===== src/rtl/ram_sp_fifo_ctrl_pkg.sv =====
// ram_sp_fifo_ctrl_pkg
//   Shared definitions for the single-port RAM FIFO controller:
//   RAM geometry constants and the read/write arbiter priority encoding.
package ram_sp_fifo_ctrl_pkg;

  localparam int unsigned FIFO_DEPTH_1536 = 1536;
  localparam int unsigned FIFO_ADR_WD_11  = 11;

  // Arbiter priority: which side wins the next contended cycle.
  typedef enum logic {
    PRI_RD = 1'b0,
    PRI_WR = 1'b1
  } pri_e;

endpackage


===== src/rtl/fifo_obuf_2x32.sv =====
// fifo_obuf_2x32
//   Two-entry output buffer in front of the pop stream. Absorbs the one-cycle
//   RAM read latency and downstream backpressure.
//   Ports:
//     clk, rstn         clock, async active-low reset
//     flush_i           synchronous clear
//     cap_i, cap_dat_i  capture returning RAM read data into the tail
//     pop_i             remove head (caller guarantees cnt_o != 0)
//     val_o, dat_o      head valid / registered head data
//     cnt_o             entries held (0..2)
module fifo_obuf_2x32 #(
  parameter int unsigned DAT_WD = 32
) (
  input  logic              clk,
  input  logic              rstn,
  input  logic              flush_i,
  input  logic              cap_i,
  input  logic [DAT_WD-1:0] cap_dat_i,
  input  logic              pop_i,
  output logic              val_o,
  output logic [DAT_WD-1:0] dat_o,
  output logic [1:0]        cnt_o
);

  logic [DAT_WD-1:0] head;
  logic [DAT_WD-1:0] tail;
  logic [1:0]        cnt;

  always_ff @(posedge clk or negedge rstn) begin
    if (!rstn) begin
      head <= '0;
      tail <= '0;
      cnt  <= '0;
    end else if (flush_i) begin
      head <= '0;
      tail <= '0;
      cnt  <= '0;
    end else begin
      case ({pop_i, cap_i})
        2'b10: begin
          head <= tail;
          cnt  <= cnt - 2'd1;
        end
        2'b01: begin
          if (cnt == 2'd0) head <= cap_dat_i;
          else             tail <= cap_dat_i;
          cnt <= cnt + 2'd1;
        end
        2'b11: begin
          // Pop and capture together: occupancy unchanged, order kept.
          if (cnt == 2'd2) begin
            head <= tail;
            tail <= cap_dat_i;
          end else begin
            head <= cap_dat_i;
          end
        end
        default: ;
      endcase
    end
  end

  assign val_o = (cnt != 2'd0);
  assign dat_o = head;
  assign cnt_o = cnt;

endmodule


===== src/rtl/ram_sp_fifo_ctrl.sv =====
// ram_sp_fifo_ctrl
//   Drives a single-port RAM as a FIFO: one RAM access per cycle, read data
//   returns the cycle after the read. Holds pointers, occupancy counters, the
//   read/write arbiter and a 2-entry output buffer.
//   Ports:
//     clk, rstn                  clock, async active-low reset
//     flush_i                    synchronous clear of all FIFO state
//     wr_val_i/wr_dat_i/wr_rdy_o push stream
//     rd_val_o/rd_dat_o/rd_rdy_i pop stream
//     cnt_o                      words held (RAM + in flight + output buffer)
//     ram_*                      RAM macro interface
module ram_sp_fifo_ctrl
  import ram_sp_fifo_ctrl_pkg::*;
#(
  parameter int unsigned DAT_WD = 32,
  parameter int unsigned ADR_WD = FIFO_ADR_WD_11,
  parameter int unsigned DEPTH  = FIFO_DEPTH_1536,
  parameter int unsigned CNT_WD = 11
) (
  input  logic              clk,
  input  logic              rstn,
  input  logic              flush_i,
  input  logic              wr_val_i,
  input  logic [DAT_WD-1:0] wr_dat_i,
  output logic              wr_rdy_o,
  output logic              rd_val_o,
  output logic [DAT_WD-1:0] rd_dat_o,
  input  logic              rd_rdy_i,
  output logic [CNT_WD-1:0] cnt_o,
  output logic [ADR_WD-1:0] ram_adr_o,
  output logic              ram_wr_ena_o,
  output logic [DAT_WD-1:0] ram_wr_dat_o,
  output logic              ram_rd_ena_o,
  input  logic [DAT_WD-1:0] ram_rd_dat_i
);

  logic [ADR_WD-1:0] wr_ptr;
  logic [ADR_WD-1:0] rd_ptr;
  logic [CNT_WD-1:0] ram_cnt;
  logic [CNT_WD-1:0] ram_cnt_nxt;
  logic [CNT_WD-1:0] cnt_q;
  logic              inflight;
  pri_e              pri;

  logic [1:0] buf_cnt;
  logic [1:0] buf_left;
  logic [1:0] buf_nxt;
  logic       full;
  logic       pop;
  logic       cap;
  logic       rd_want;
  logic       wr_want;
  logic       contend;
  logic       rd_grant;
  logic       wr_grant;

  // DEPTH is not a power of two, so the pointer wraps explicitly.
  function automatic logic [ADR_WD-1:0] ptr_inc(input logic [ADR_WD-1:0] p);
    return (p == ADR_WD'(DEPTH - 1)) ? '0 : p + ADR_WD'(1);
  endfunction

  always_comb begin
    full     = (ram_cnt == CNT_WD'(DEPTH));
    pop      = rd_val_o && rd_rdy_i;
    buf_left = buf_cnt - {1'b0, pop};
    // Only issue a read if the buffer can take it once the in-flight word lands.
    rd_want  = (ram_cnt != '0) && ((buf_left + {1'b0, inflight}) < 2'd2);
    wr_want  = wr_val_i && !full;
    contend  = rd_want && wr_want;
    rd_grant = !flush_i && rd_want && (!wr_want || (pri == PRI_RD));
    // rstn gate keeps the write strobe low while the part is held in reset.
    wr_grant = rstn && !flush_i && wr_want && (!rd_want || (pri == PRI_WR));
    cap      = inflight && !flush_i;
    buf_nxt  = buf_left + {1'b0, cap};
    ram_cnt_nxt = ram_cnt + CNT_WD'(wr_grant) - CNT_WD'(rd_grant);
  end

  assign wr_rdy_o     = !full && !rd_grant && !flush_i;
  assign ram_wr_ena_o = wr_grant;
  assign ram_rd_ena_o = rd_grant;
  assign ram_adr_o    = wr_grant ? wr_ptr : rd_ptr;
  assign ram_wr_dat_o = wr_dat_i;
  assign cnt_o        = cnt_q;

  always_ff @(posedge clk or negedge rstn) begin
    if (!rstn) begin
      wr_ptr   <= '0;
      rd_ptr   <= '0;
      ram_cnt  <= '0;
      inflight <= 1'b0;
      pri      <= PRI_RD;
      cnt_q    <= '0;
    end else if (flush_i) begin
      wr_ptr   <= '0;
      rd_ptr   <= '0;
      ram_cnt  <= '0;
      inflight <= 1'b0;
      pri      <= PRI_RD;
      cnt_q    <= '0;
    end else begin
      if (wr_grant) wr_ptr <= ptr_inc(wr_ptr);
      if (rd_grant) rd_ptr <= ptr_inc(rd_ptr);
      ram_cnt  <= ram_cnt_nxt;
      inflight <= rd_grant;
      if (contend) pri <= (pri == PRI_RD) ? PRI_WR : PRI_RD;
      // Register the post-edge total so cnt_o is glitch-free.
      cnt_q <= ram_cnt_nxt + CNT_WD'(rd_grant) + CNT_WD'(buf_nxt);
    end
  end

  fifo_obuf_2x32 #(
    .DAT_WD (DAT_WD)
  ) u_obuf (
    .clk       (clk),
    .rstn      (rstn),
    .flush_i   (flush_i),
    .cap_i     (cap),
    .cap_dat_i (ram_rd_dat_i),
    .pop_i     (pop),
    .val_o     (rd_val_o),
    .dat_o     (rd_dat_o),
    .cnt_o     (buf_cnt)
  );

endmodule

===== config.mk =====
export PLATFORM = sky130hd
export DESIGN_NAME = ram_sp_fifo_ctrl
export DESIGN_NICKNAME = d
export VERILOG_FILES = /design/src/rtl/ram_sp_fifo_ctrl_pkg.sv /design/src/rtl/fifo_obuf_2x32.sv /design/src/rtl/ram_sp_fifo_ctrl.sv
export SDC_FILE = /design/constraint.sdc
export NUM_CORES = 1
export LEC_CHECK = 0
export ABC_AREA = 1
export CORE_MARGIN = 4
export CORE_UTILIZATION = 45
export CTS_CLUSTER_DIAMETER = 40
export DETAILED_ROUTE_END_ITERATION = 8
export PLACE_DENSITY = 0.73
export SYNTH_ARGS = -nofsm -noshare
export SYNTH_HDL_FRONTEND = slang
export SYNTH_SLANG_ARGS = --single-unit

===== constraint.sdc =====
create_clock -name clk -period 7.5 [get_ports clk]
set_clock_uncertainty 0.2 [all_clocks]
set_input_delay 1.125 -clock clk [delete_from_list [all_inputs] [get_ports clk]]
set_output_delay 1.125 -clock clk [all_outputs]
set_load 0.02 [all_outputs]

# Yosys cells after proc, flatten, opt, wreduce, memory -nomap -nowiden

Index checks and enable logic that the tools add are counted.

Flip-flop bits (word level): 112
Input port bits: 69
Output and inout bits: 90
Word-level logic and storage cells: 85

Add/subtract/negate cells: 11
Order comparisons: 1
Equality and inequality tests: 10
Muxes and demuxes: 23
Bitwise gates (word level): 1
Reductions and logical operators: 30

Operators by type and width:

| cell                  | count |
|---|---|
| $mux 32               | 6 |
| $mux 11               | 9 |
| $pmux 32 s3           | 1 |
| $pmux 32 s2           | 1 |
| $eq 11x11->1 const B  | 3 |
| $add 11x1->11         | 2 |
| $add 11x1->11 const B | 2 |
| $logic_and 1x1->1     | 12 |
| $add 11x2->11         | 1 |
| $reduce_bool 11->1    | 1 |
| $sub 11x1->11         | 1 |
| $reduce_bool 2->1     | 4 |
| $eq 2x2->1 const B    | 3 |
| $ne 3x2->1 const B    | 2 |
| $reduce_bool 3->1     | 2 |
| $logic_not 1->1       | 5 |
| $add 2x1->2           | 2 |
| $mux 1                | 4 |
| $pmux 2 s2            | 1 |
| $reduce_bool 4->1     | 1 |
| $ne 3x3->1 const B    | 1 |
| $reduce_and 3->1      | 1 |
| $add 2x1->2 const B   | 1 |
| $eq 2x1->1 const B    | 1 |
| other kinds (8)       | 9 |

# Depth between registers and ports, before layout

Depth in word-level cells: 14
Gate-level depth with buffers: 27
Depth with buffers taken out: 27

# Modules after synthesis

Synthesis repeated with hierarchy kept, for this count alone.

Cell total of the unflattened synthesis: 963
Area, all modules: 7076.8 µm²

Modules (own cells, without submodules):

| module           | times used | cells an instance | area each (µm²) | seq. area each (µm²) |
|---|---|---|---|---|
| ram_sp_fifo_ctrl | 1          | 516               | 3676.0          | 1151.1 |
| fifo_obuf_2x32   | 1          | 447               | 3400.8          | 1651.6 |

# Least setup slack after synthesis

OpenSTA, ideal clock, no wires.

Kind: input -> register
From: input rd_rdy_i
To: register cnt_q[8], in the netlist cnt_o[8]
Library setup time: 117 ps
Data arrival time: 4749 ps
Data required time: 7183 ps
Setup slack: 2434 ps
Stages: 22
Buffers on the path: 0
Cell sequence: nand2_2 -> inv_2 -> ha_1 -> inv_1 -> nand2_1 -> xor2_2 -> nand3_2 -> nor2_1 -> ha_1 -> inv_1 -> ha_1 -> inv_1 -> fa_1 -> fa_1 -> nor2_1 -> nand3_1 -> nor2_1 -> nand3_1 -> nor2_1 -> nand2_1 -> nand2_1 -> nor2_1

Elaborated cells between the ends (all ways): 16
Those cells by class: add/sub: 7; order compare: 1; mux: 1; reduce/logical: 7

RTL lines:

| item                               | RTL line                | RTL |
|---|---|---|
| start, declared                    | ram_sp_fifo_ctrl.sv:28  | `input logic rd_rdy_i,` |
| $logic_and 1x1->1 (*)              | ram_sp_fifo_ctrl.sv:64  | `pop = rd_val_o && rd_rdy_i;` |
| $sub 2x1->2 (*)                    | ram_sp_fifo_ctrl.sv:65  | `buf_left = buf_cnt - {1'b0, pop};` |
| $add 2x1->2 (*)                    | ram_sp_fifo_ctrl.sv:67  | `rd_want = (ram_cnt != '0) && ((buf_left + {1'b0, inflight}) < 2'd2);` |
| $lt 2x2->1 (*)                     | ram_sp_fifo_ctrl.sv:67  |  |
| $logic_and 1x1->1 (*)              | ram_sp_fifo_ctrl.sv:67  |  |
| $logic_and 1x1->1 (*) (2 in a row) | ram_sp_fifo_ctrl.sv:70  | `rd_grant = !flush_i && rd_want && (!wr_want \|\| (pri == PRI_RD));` |
| via ram_rd_ena_o                   | ram_sp_fifo_ctrl.sv:33  | `output logic ram_rd_ena_o,` |
| $sub 11x1->11                      | ram_sp_fifo_ctrl.sv:75  | `ram_cnt_nxt = ram_cnt + CNT_WD'(wr_grant) - CNT_WD'(rd_grant);` |
| $add 11x1->11 (*)                  | ram_sp_fifo_ctrl.sv:107 | `cnt_q <= ram_cnt_nxt + CNT_WD'(rd_grant) + CNT_WD'(buf_nxt);` |
| $add 11x2->11 (*)                  | ram_sp_fifo_ctrl.sv:107 |  |
| $mux 11 (*)                        | ram_sp_fifo_ctrl.sv:93  | `end else if (flush_i) begin` |
| end signal, assigned               | ram_sp_fifo_ctrl.sv:107 |  |
| end, declared                      | ram_sp_fifo_ctrl.sv:41  | `logic [CNT_WD-1:0] cnt_q;` |

Mark *: on every way through the listed nets, which the timed path passes. The rest lies on a longest branch.
A chain may end at the register's enable or synchronous reset.

# Worst setup path in the final report

From: input rd_rdy_i
To: register cnt_q[8], in the netlist cnt_o[8]

Cells in the longest elaborated chain, start to end: 13
Elaborated cells between the ends (all ways): 16
Those cells by class: add/sub: 7; order compare: 1; mux: 1; reduce/logical: 7

RTL lines:

| item                  | RTL line                | RTL |
|---|---|---|
| $logic_and 1x1->1 (*) | ram_sp_fifo_ctrl.sv:64  |  |
| $sub 2x1->2 (*)       | ram_sp_fifo_ctrl.sv:65  |  |
| $add 2x1->2           | ram_sp_fifo_ctrl.sv:67  |  |
| $lt 2x2->1            | ram_sp_fifo_ctrl.sv:67  |  |
| $logic_and 1x1->1     | ram_sp_fifo_ctrl.sv:67  |  |
| $logic_not 1->1       | ram_sp_fifo_ctrl.sv:72  | `wr_grant = rstn && !flush_i && wr_want && (!rd_want \|\| (pri == PRI_WR));` |
| $logic_or 1x1->1      | ram_sp_fifo_ctrl.sv:72  |  |
| $logic_and 1x1->1     | ram_sp_fifo_ctrl.sv:72  |  |
| $add 11x1->11         | ram_sp_fifo_ctrl.sv:75  |  |
| $sub 11x1->11         | ram_sp_fifo_ctrl.sv:75  |  |
| $add 11x1->11         | ram_sp_fifo_ctrl.sv:107 |  |
| $add 11x2->11 (*)     | ram_sp_fifo_ctrl.sv:107 |  |
| $mux 11 (*)           | ram_sp_fifo_ctrl.sv:93  |  |

Mark *: on every way between the ends. The rest lies on a longest branch, timed or not.

==> results_dict.tcl <==
set metrics [dict create \
    result_of_the_run "completed" \
    regToRegSetupSlack_ns 2.69 \
    drtPass1Iterations 5 \
    cts_hold_buf 0 \
    timing.setup.critical_path_class "input pin to flop" \
    mappedNetlistNets 958 \
    post-layout-total-power_mw 3.05 \
    post-synth-top-area-fraction 0.419 \
    first_global_vias 5593 \
    use_met3 0.0458 \
    die_width_um 130 \
    timing.final.hold_violations 0 \
    post_synth_mux_area_share 0 \
    detailroute.via_count 5784 \
    antenna_left 0 \
    max_cap_viol_count 0 \
    ys_ff_latch 112 \
    area.sequential_sq_mm 0.00280 \
    grt_pass1_wl_mm 27.1 \
    cts_htree_levels 3 \
    num_antenna_cells 0 \
    grt_util_met1 0.270 \
    irDropWorstVdd_v 0.000175 \
    synth-xor-area-share 0.0232 \
    crit_path_end_kind "flop" \
    placeableCoreArea_sq_mm 0.0145 \
    tritoncts.num_buffers 9 \
    rows 44 \
    drt_drc 0 \
    globalRoute.busiestLayer "met2" \
    finalCritPeriodShare 0.710 \
    cts_resized 0 \
    synth_simple_gate_area_share 0.231 \
    worst_r2r_path_depth 24 \
    cp-start-kind "input pin" \
    synth_area_leaders "sky130_fd_sc_hd__dfrtp_1 42%, sky130_fd_sc_hd__nand2_1 10%, sky130_fd_sc_hd__o21ai_0 9.2%, sky130_fd_sc_hd__nand3_1 6.0%, sky130_fd_sc_hd__inv_1 5.4%" \
    pin_count_of_the_biggest_net_entering_global_routing 65 \
    yosys_warnings 0 \
    timing.hold.worst.class "flop to flop" \
    die_area_sq_mm 0.0169 \
    grt.met2_usage 0.318 \
    setup_violations 0 \
    nets 1002 \
    io_pins 159 \
    flow.area_growth_from_synthesis_pct 16.6 \
    clock_sinks 112 \
    post_synth_fa_ha_maj_area_fraction 0.0483 \
    clock_tree.buffer_depth 2 \
    transition_time_at_the_pin_with_the_least_slew_margin_ns 0.936 \
    syn-instance-count 865 \
    worst_slew_margin_rel 0.373 \
    cell_type_contributing_the_most_total_cell_area_after_synthesis "sky130_fd_sc_hd__dfrtp_1" \
    timing.critical_path.fanout_max 10 \
    regToRegEndpoint "cnt_o[8]$_DFF_PN0_" \
    tritoncts "built" \
    clock-root-buffer "sky130_fd_sc_hd__clkbuf_16" \
    drt-vias-per-instance 5.27 \
    whs_path_depth 1 \
    setup_tns_after_final_layout_ns 0 \
    port-buffer-count 94 \
    final.min_clock_period_ns 5.33 \
    initial_detailed_routing_violation_count 394 \
    start_util 0.460 \
    synth_seq_area_share 0.419 \
    timing.hold.worst_endpoint "pri$_DFFE_PN0P_" \
    route.final.wire_length_mm 16.2 \
    synth_top_family_by_area "simple AND/OR/NAND/NOR gates" \
    cellPowerDensity_mw_per_mm2 391 \
    cp_data_arrival_time_ns 5.39 \
    post_synth_edffs 0 \
    synth_top_flop_cell "sky130_fd_sc_hd__dfrtp_1" \
    setup_repair_after_global_routing_missed_its_margin "false" \
    synth.distinct_cells 38 \
    path_clk_slew_ns 0.08 \
    multiInputGateArea_sq_mm 0.00310 \
    cts_setup_buffers 0 \
    layout.filler_cells 1398 \
    reg2reg_from "ram_cnt[7]$_DFF_PN0_" \
    p_leak_nw 3.63 \
    drv_slew 0 \
    dpl.hpwl_mm 10.8 \
    gpl.final_weighted_congestion 0.893 \
    overall_global_routing_usage 0.198 \
    die_y_um 130 \
    clkLatencyLatePin_ns 0.37 \
    synth-compound-area-share 0.159 \
    syn_area_per_cell_sq_um 7.73 \
    congestion_overflow_gr 0 \
    timing.fmax_mhz 188 \
    antenna_found_initial 0 \
    async_reset_ff_frac 1.00 \
    required_ns 7.56 \
    drt-wirelength-per-cell_um 14.8 \
    area_of_the_mapped_netlist_sq_mm 0.00669 \
    holdCritStartpoint "pri$_DFFE_PN0P_" \
    ratio_of_cells_with_drive_above_1_in_the_final_layout 0.0460 \
]
[critical path: stages]
cell                              delay, ns
sky130_fd_sc_hd__clkdlybuf4s50_1       0.51
sky130_fd_sc_hd__nand2_2               0.11
sky130_fd_sc_hd__inv_2                 0.09
sky130_fd_sc_hd__ha_1                  0.18
sky130_fd_sc_hd__xor2_2                0.23
sky130_fd_sc_hd__xor2_2                0.21
sky130_fd_sc_hd__nand3_2               0.24
sky130_fd_sc_hd__nor2_1                0.30
sky130_fd_sc_hd__ha_1                  0.28
sky130_fd_sc_hd__inv_1                 0.06
sky130_fd_sc_hd__ha_1                  0.19
sky130_fd_sc_hd__inv_1                 0.07
sky130_fd_sc_hd__fa_1                  0.50
sky130_fd_sc_hd__fa_1                  0.45
sky130_fd_sc_hd__nor2_1                0.13
sky130_fd_sc_hd__nand3_1               0.12
sky130_fd_sc_hd__nor2_1                0.14
sky130_fd_sc_hd__nand3_1               0.12
sky130_fd_sc_hd__nor2_1                0.18
sky130_fd_sc_hd__nand2_1               0.07
sky130_fd_sc_hd__nand2_1               0.06
sky130_fd_sc_hd__nor2_1                0.05
[layout make-up]
cell class                      count  share of cell area
Clock buffer                       10              0.0294
Clock inverter                      6             0.00802
Inverter                          102              0.0491
Multi-Input combinational cell    583               0.398
Sequential cell                   112               0.359
Tap cell                          184              0.0295
Timing Repair Buffer              101               0.127
[Yosys cell counts (3+ instances only)]
| cell type | n |
|---|---|
| sky130_fd_sc_hd__nand2_1 | 182 |
| sky130_fd_sc_hd__o21ai_0 | 123 |
| sky130_fd_sc_hd__dfrtp_1 | 112 |
| sky130_fd_sc_hd__inv_1 | 97 |
| sky130_fd_sc_hd__nand3_1 | 80 |
| sky130_fd_sc_hd__nor2_1 | 59 |
| sky130_fd_sc_hd__buf_4 | 37 |
| sky130_fd_sc_hd__o22a_1 | 32 |
| sky130_fd_sc_hd__clkbuf_1 | 22 |
| sky130_fd_sc_hd__ha_1 | 21 |
| sky130_fd_sc_hd__a21oi_1 | 15 |
| sky130_fd_sc_hd__xor2_1 | 12 |
| sky130_fd_sc_hd__nand4_1 | 11 |
| sky130_fd_sc_hd__nor3_1 | 10 |
| sky130_fd_sc_hd__o21ai_1 | 10 |
| sky130_fd_sc_hd__inv_2 | 4 |
| sky130_fd_sc_hd__nand3b_1 | 4 |
| sky130_fd_sc_hd__clkbuf_2 | 3 |
| sky130_fd_sc_hd__fa_1 | 3 |
| sky130_fd_sc_hd__nand2_2 | 3 |
| sky130_fd_sc_hd__nor2_2 | 3 |
[where the power goes]
group / internal, mW / total, mW / switching (mW)
combinational: 0.634 / 1.65 / 1.01
sequential: 0.805 / 0.925 / 0.120
clock: 0.235 / 0.480 / 0.245
[routing by layer]
layer	part of all wire	vias up
met4	0.016	0
met1	0.46	2723
met5	0	-
li1	-	2896
met2	0.47	142
met3	0.052	23
[worst max-delay path by stage]
stage,start,to,cells after the start
after global placement,rd_rdy_i,cnt_o[8]$_DFF_PN0_,22
after CTS,rd_rdy_i,cnt_o[8]$_DFF_PN0_,22
after floorplan,rd_rdy_i,cnt_o[8]$_DFF_PN0_,22
final,rd_rdy_i,cnt_o[8]$_DFF_PN0_,22
after detailed placement,rd_rdy_i,cnt_o[9]$_DFF_PN0_,24
after global routing,rd_rdy_i,cnt_o[8]$_DFF_PN0_,22
[logic make-up after synthesis]
group / count (synthesis)
flip-flops: 112
adder cells (fa/ha/maj): 24
XOR/XNOR: 16
AND/OR/NAND/NOR: 358
AO/OA/AOI/OAI: 185
buffers and inverters: 170
[through the flow]
stage | instance area, sq um | instances | setup slack (ns) | utilization | hold WS, ns
finish | 7800 | 1098 | 2.17 | 0.537 | 0.286
global route | 7800 | 1098 | 1.74 | 0.537 | 0.319
CTS | 7800 | 1098 | 2.20 | 0.537 | 0.290
detailed placement | 7510 | 1082 | 1.80 | 0.517 | 0.279
global placement | 7510 | 1082 | 1.89 | 0.517 | 0.275
floorplan | 6690 | 865 | 2.43 | - | 0.247
[flip-flops by register name, summed over array words and instances (netlist names), 2 cells and up]
| signal | flops |
|---|---|
| cnt_o | 11 |
| ram_cnt | 11 |
| rd_ptr | 11 |
| u_obuf.cnt_o | 2 |
| u_obuf.dat_o | 32 |
| u_obuf.tail | 32 |
| wr_ptr | 11 |
[layout by cell type, fill, tap and decap left out, types with 2 or more instances in the layout]
cell                              instances
sky130_fd_sc_hd__a21oi_1                 15
sky130_fd_sc_hd__ha_1                    21
sky130_fd_sc_hd__clkinv_4                 2
sky130_fd_sc_hd__nor2_1                  58
sky130_fd_sc_hd__nand4_1                 11
sky130_fd_sc_hd__xor2_1                  12
sky130_fd_sc_hd__nand3b_1                 4
sky130_fd_sc_hd__o21ai_0                123
sky130_fd_sc_hd__inv_2                    5
sky130_fd_sc_hd__inv_6                    2
sky130_fd_sc_hd__inv_1                   97
sky130_fd_sc_hd__buf_4                    8
sky130_fd_sc_hd__clkdlybuf4s50_1         93
sky130_fd_sc_hd__o21bai_1                 2
sky130_fd_sc_hd__dfrtp_1                112
sky130_fd_sc_hd__o21ai_1                 10
sky130_fd_sc_hd__xor2_2                   2
sky130_fd_sc_hd__o22a_1                  32
sky130_fd_sc_hd__nand2_2                  3
sky130_fd_sc_hd__nor3_1                  10
sky130_fd_sc_hd__nand3_1                 80
sky130_fd_sc_hd__clkbuf_16                9
sky130_fd_sc_hd__nor2_2                   3
sky130_fd_sc_hd__fa_1                     3
sky130_fd_sc_hd__xnor2_1                  2
sky130_fd_sc_hd__nand2_1                182
(Power assumes the default switching activity.)
